File: src/rtl/tdm_demux4.sv
// -----------------------------------------------------------------------------
// tdm_demux4 - four-lane time-division demultiplexer
//
// Takes a slot-interleaved stream (lane 0, 1, 2, 3, lane 0, ...) in which every
// lane-0 word carries a start-of-frame flag. The four words of a frame are
// collected and then presented together as one parallel frame under a
// valid/ready handshake.
//
// Optional feature macro: TDM_DEMUX_ERRCNT_EN
//   When defined, adds port err_cnt, a saturating count of sync_err pulses.
//
// Ports:
//   clk        rising-edge clock
//   rst        asynchronous, active-high reset
//   in         incoming slot word (WIDTH bits)
//   in_valid   in is valid this cycle
//   in_sof     in is the lane-0 word of a frame
//   in_ready   block can accept in this cycle (combinational)
//   out        frame, lane k at out[k*WIDTH +: WIDTH]
//   out_valid  out holds a complete frame
//   out_ready  consumer takes out this cycle
//   sync_err   one-cycle pulse on a framing violation
//   locked     high while in the COLLECT state
//   err_cnt    saturating sync-error count (TDM_DEMUX_ERRCNT_EN only)
// -----------------------------------------------------------------------------
module tdm_demux4 #(
    parameter int WIDTH = 8
) (
    input  logic               clk,
    input  logic               rst,
    input  logic [WIDTH-1:0]   in,
    input  logic               in_valid,
    input  logic               in_sof,
    output logic               in_ready,
    output logic [4*WIDTH-1:0] out,
    output logic               out_valid,
    input  logic               out_ready,
    output logic               sync_err,
`ifdef TDM_DEMUX_ERRCNT_EN
    output logic               locked,
    output logic [7:0]         err_cnt
`else
    output logic               locked
`endif
);

    typedef enum logic {
        HUNT    = 1'b0,
        COLLECT = 1'b1
    } state_t;

    state_t                       state, state_n;
    logic [1:0]                   slot, slot_n;
    logic [3:0][WIDTH-1:0]        stage, stage_n;
    logic [4*WIDTH-1:0]           out_n;
    logic                         out_valid_n;
    logic                         sync_err_n;
    logic                         accept;

    // -------------------------------------------------------------------------
    // State register (all sequential state of the block)
    // -------------------------------------------------------------------------
    // NOTE: sequential state uses non-blocking assignments so every register
    // samples the pre-edge value of every other register.
    // NOTE: the staging lanes are a handful of flops, not a RAM, so they are
    // cleared on reset like the rest of the state.
    always_ff @(posedge clk or posedge rst) begin
        if (rst) begin
            state     <= HUNT;
            slot      <= 2'd0;
            stage     <= '0;
            out       <= '0;
            out_valid <= 1'b0;
            sync_err  <= 1'b0;
        end else begin
            state     <= state_n;
            slot      <= slot_n;
            stage     <= stage_n;
            out       <= out_n;
            out_valid <= out_valid_n;
            sync_err  <= sync_err_n;
        end
    end

`ifdef TDM_DEMUX_ERRCNT_EN
    // Counts on the same edge that raises sync_err; sticks at 255.
    always_ff @(posedge clk or posedge rst) begin
        if (rst) begin
            err_cnt <= 8'd0;
        end else if (sync_err_n && (err_cnt != 8'hFF)) begin
            err_cnt <= err_cnt + 8'd1;
        end
    end
`endif

    // -------------------------------------------------------------------------
    // Next-state logic
    // -------------------------------------------------------------------------
    assign accept = in_valid & in_ready;

    // NOTE: every variable gets a default at the top of the block so that no
    // path leaves it unassigned, which would otherwise infer a latch.
    always_comb begin
        state_n     = state;
        slot_n      = slot;
        stage_n     = stage;
        out_n       = out;
        out_valid_n = out_valid;
        sync_err_n  = 1'b0;

        // A held frame is released once the consumer takes it; a frame that
        // completes in the same cycle re-asserts out_valid below.
        if (out_valid && out_ready) begin
            out_valid_n = 1'b0;
        end

        if (accept) begin
            unique case (state)
                HUNT: begin
                    // Non-sof words are dropped while searching for a frame.
                    if (in_sof) begin
                        stage_n[0] = in;
                        slot_n     = 2'd1;
                        state_n    = COLLECT;
                    end
                end
                COLLECT: begin
                    if (in_sof) begin
                        // An early sof abandons the partial frame and restarts
                        // collection at lane 0.
                        sync_err_n = (slot != 2'd0);
                        stage_n[0] = in;
                        slot_n     = 2'd1;
                    end else begin
                        unique case (slot)
                            2'd0: begin
                                // Lane-0 word without sof: framing is lost.
                                sync_err_n = 1'b1;
                                state_n    = HUNT;
                            end
                            2'd1, 2'd2: begin
                                stage_n[slot] = in;
                                slot_n        = slot + 2'd1;
                            end
                            default: begin
                                stage_n[3]  = in;
                                out_n       = {in, stage[2], stage[1], stage[0]};
                                out_valid_n = 1'b1;
                                slot_n      = 2'd0;
                            end
                        endcase
                    end
                end
                default: begin
                    state_n = HUNT;
                end
            endcase
        end
    end

    // -------------------------------------------------------------------------
    // Output logic
    // -------------------------------------------------------------------------
    // Only the word that would complete a new frame while the previous one is
    // still held stalls; lanes 0-2 keep flowing into staging meanwhile.
    always_comb begin
        locked   = (state == COLLECT);
        in_ready = ~(out_valid & ~out_ready & locked & (slot == 2'd3) & ~in_sof);
    end

endmodule
File: config.mk
export PLATFORM = sky130hd
export DESIGN_NAME = tdm_demux4
export DESIGN_NICKNAME = d
export VERILOG_FILES = /design/src/rtl/tdm_demux4.sv
export SDC_FILE = /design/constraint.sdc
export NUM_CORES = 1
export LEC_CHECK = 0
export CAP_MARGIN = 20
export CORE_MARGIN = 5
export CORE_UTILIZATION = 40
export CTS_BUF_LIST = sky130_fd_sc_hd__clkbuf_8
export DETAILED_ROUTE_END_ITERATION = 6
export PLACE_DENSITY = 0.68
export SLEW_MARGIN = 20
export SYNTH_ARGS = -nofsm -noshare
export SYNTH_HDL_FRONTEND = slang
export SYNTH_SLANG_ARGS = --single-unit
File: constraint.sdc
create_clock -name clk -period 5 [get_ports clk]
set_clock_uncertainty 0.1 [all_clocks]
set_input_delay 1 -clock clk [delete_from_list [all_inputs] [get_ports clk]]
set_output_delay 1 -clock clk [all_outputs]
set_load 0.01 [all_outputs]
# After elaboration in Yosys (flattened, before gate mapping)

Cells that the tools add are included.

Eq/ne operators: 6
Reductions and logical operators: 11
Bitwise gates (word level): 11
$add $sub $neg: 1
Multiplexer cells: 25
Magnitude comparators: 2

Operator list:

| operator                                                           | count |
|---|---|
| bitwise mux 32 bit                                                 | 1 |
| two-way mux 8 bit                                                  | 4 |
| one-hot mux 8 bit (2 select lines)                                 | 2 |
| demux 8 bit (select 2 bit)                                         | 1 |
| two-way mux 1 bit                                                  | 12 |
| AND reduction 4 bit                                                | 3 |
| one-hot mux 2 bit (2 select lines)                                 | 2 |
| inverter 1 bit                                                     | 6 |
| AND reduction 3 bit                                                | 2 |
| bitwise AND 1 bit                                                  | 5 |
| == test 2 bit (second input constant)                              | 2 |
| two-way mux 2 bit                                                  | 2 |
| less-than comparator 2 x 3 -> 1 bit (second input constant)        | 1 |
| inequality test 3 x 2 -> 1 bit (second input constant)             | 1 |
| inequality test 3 bit (second input constant)                      | 1 |
| OR reduction 3 bit                                                 | 1 |
| adder 2 x 1 -> 2 bit (second input constant)                       | 1 |
| == test 2 x 1 -> 1 bit (second input constant)                     | 1 |
| greater-or-equal comparator 2 x 1 -> 1 bit (second input constant) | 1 |
| logical AND 1 bit                                                  | 2 |
| zero test 2 bit                                                    | 1 |
| inequality test 2 bit (second input constant)                      | 1 |
| one-hot mux 1 bit (2 select lines)                                 | 1 |
| nonzero test 2 bit                                                 | 1 |
| OR reduction 2 bit                                                 | 1 |

Logic and storage cells: 65
Output and inout bits: 36
Register bits after elaboration: 69

# Logic depth before layout (Yosys ltp)

Depth in word-level cells: 8
Mapped depth: 5
Depth with buffers taken out: 5

# Worst setup path after synthesis

OpenSTA, ideal clock, no wires.

Kind: input port to output port
Start point: in out_ready
End point: out in_ready
Arrival time: 1.419 ns
Path slack: 2.481 ns
Cell stages on the path: 2
Path through: and3b_1 nand2_1

Word-level cells in the longest chain between the ends: 6

RTL lines:

| what                            | line | text |
|---|---|---|
| start, declared                 | 37   | `input logic out_ready,` |
| inverter 1 bit                  | 168  | `in_ready = ~(out_valid & ~out_ready & locked & (slot == 2'd3) & ~in_sof);` |
| bitwise AND 1 bit (4 in series) | 168  |  |
| inverter 1 bit                  | 168  |  |
| end, declared                   | 34   | `output logic in_ready,` |

Every way passes these cells.

# Final worst setup path

Start point: in in_sof
End point: out in_ready

Word-level cells in the longest chain between the ends: 3

RTL lines:

| what                     | line | text |
|---|---|---|
| start, declared          | 33   | `input logic in_sof,` |
| inverter 1 bit (no line) | n/a  |  |
| bitwise AND 1 bit        | 168  |  |
| inverter 1 bit           | 168  |  |

Every way passes these cells.

==> flow_summary.toml <==
[worst_setup_path]
endpoint = "in_ready"
crit-reg2reg-launch = "slot[0]"
critPathLaunch = "in_sof"
worstPathArrival_ns = 2.35
end_kind = "output port"
ff2ff_path_depth = 5
cp_max_fo = 10
criticalPathCategory = "primary input to output port"
r2r-end = "out[0]"
reg2reg_slack_ns = 2.87
start_kind = "primary input"
crit_required_ns = 3.90

[drt]
wire_per_inst_um = 15.6
num_vias = 1450
wirelength_mm = 4.59
drt_iter0_markers = 91
drc = 0
ant_nets = 0
first_pass_iters = 4
viasPerCell = 4.92

[placed_design]
place.gp.congestion = 0.790
dpl_cell_area_um2 = 3040
io_buffers = 48
pre_cts_slack_ns = 1.55
dp_hpwl_mm = 3.09

[synthesis]
syn_area_per_cell_um2 = 15.8
synth.top_cell.area_share = 0.612
yosysSeqAreaShare = 0.612
synthCells = 158
synth_nets = 177
synth_cell_types = 27
synth-warning-count = 0
synth_largest_area_cell = "dfrtp_1"
ys_top_cells_by_area = "dfrtp_1 61%, mux2_2 24%, ha_1 3.0%"
synth_area_um2 = 2490
ys_ff_latch = 61

[final_layout]
drive_gt1_frac = 0.355
final_util = 0.541
syn_to_final_growth_pct = 30.1
diodes = 0
nNetsFinal = 234
fin_area_um2 = 3240

[sta]
rsz0062_at_grt = "false"
drv_slew = 0
hold_viol = 0
worst_slack_ns = 1.55
slew_headroom = 0.562
worst_pin_slew_ns = 0.655
max_freq_ghz = 0.289
tns_ns = 0
fin_crit_ns = 3.45
finalSetupViolCount = 0
fin_crit_sh = 0.691

[global_routing]
grt_pass1_wl_mm = 7.77
grt-busiest-layer = "met2"
grt_pass1_vias = 1514
grt_start_max_net_pins = 33
grt_overflow = 0
use_met3 = 0.0562
grt_util_all_layers = 0.132
use_met1 = 0.171
antenna_found_initial = 0
grtUsageMet2 = 0.198

[die]
start_util = 0.416
rows = 28
die_h_um = 88.9
dieArea_um2 = 7910
core_area_um2 = 5990
top_level_ports = 49
die_x_um = 88.9

[clock_network]
cts_buffers = 9
cts_max_path_buffers = 2
cts.sinks = 61
htreeDepth = 3
ctsHoldBuffers = 0
root_buffer = "clkbuf_8"
clk_pin_slew_worst_paths_ns = 0.07
clkLatencyLatePin_ns = 0.33
post-cts-setup-buffer-count = 0
cts_tree = "built"
ctsResizeCount = 0

[power]
ir_drop_mv = 0.248
p_per_area_nw_per_um2 = 599
power_w = 0.00194
p_leak_nw = 1.44

[min_path]
hold_path_class = "flip-flop to flip-flop"

[flow_run]
maxCapViolCount = 0

[run_status]
status = "finished clean"
==> metrics by stage <==
stage | instances | hold WS, ns
after floorplan | 158 | 0.359
after global placement | 279 | 0.370
after detailed placement | 279 | 0.380
after CTS | 295 | 0.396
after global routing | 295 | 0.405
final | 295 | 0.393
==> where the power goes <==
part | total (W) | switching [W] | leakage (nW) | internal, W
sequential | 0.000843 | 0.000123 | 0.768 | 0.000720
combinational | 0.000668 | 0.000242 | 0.576 | 0.000427
clock | 0.000431 | 0.000190 | 0.0943 | 0.000242
total | 0.00194 | 0.000554 | 1.44 | 0.00139
==> worst min-delay path by stage <==
stage                     slack (ns)  depth (start not counted)  startpoint     end
after floorplan                 0.36                          1    stage[8]  out[8]
after global placement          0.37                          1    stage[9]  out[9]
after detailed placement        0.38                          1    stage[9]  out[9]
after CTS                       0.40                          1    stage[9]  out[9]
after global routing            0.40                          1    stage[8]  out[8]
final                           0.39                          1      out[9]  out[9]
==> logic make-up after synthesis <==
kind of cell / Yosys count / share of synthesized area
buf+inv: 9 / 0.0231
simple gates: 17 / 0.0527
compound gates: 9 / 0.0286
mux: 56 / 0.253
fa+ha+maj: 6 / 0.0301
flops: 61 / 0.612
==> worst max-delay path: stages <==
cell	delay [ns]
clkdlybuf4s50_1	0.65
nor2b_1	0.10
nand2_1	0.07
clkdlybuf4s50_1	0.53
==> layout by cell type, fill, tap and decap left out, drive strengths merged, types with 2 or more instances in the layout <==
master          n
dfrtp          61
mux2           56
clkdlybuf4s50  48
clkbuf         10
ha              6
inv             5
nand2           3
nor2b           3
clkinvlp        3
nand3           2
and3b           2
clkinv          2
buf             2
==> synth_stat cells <==
cell type	number
nor2b_1	3
a32o_1	1
dfrtp_1	61
o221ai_1	1
and3b_1	2
nand4_1	1
nand3b_1	1
nor3_4	1
o21ai_2	1
buf_2	1
nand2_1	3
a31oi_1	1
and4b_1	1
a21boi_0	1
or3_1	1
o211a_1	1
ha_1	6
mux2_1	2
a21oi_1	1
o22ai_1	1
o2111ai_1	1
nor2_1	1
nand3_2	2
nand2b_4	1
buf_6	3
mux2_2	54
inv_1	5
==> sequential cells by signal, summed over array words and instances, names as in the netlist <==
register	count
stage	24
slot	2
out_valid	1
sync_err	1
out	32
locked	1
==> cell type report <==
| type | count | area (um^2) |
|---|---|---|
| flip-flops and latches | 61 | 1530 |
| well taps | 75 | 93.8 |
| multi-input cells | 88 | 908 |
| inverters | 5 | 18.8 |
| clock inverters | 6 | 62.6 |
| fillers | 512 | 2750 |
| clock buffers | 10 | 138 |
| repair buffers | 50 | 495 |
==> metal layers <==
layer	share of wire	vias to the layer above
li1	-	679
met1	0.45	724
met2	0.47	41
met3	0.061	6
met4	0.013	0
met5	0	-
No activity file was read; power rests on OpenSTA's default activity.
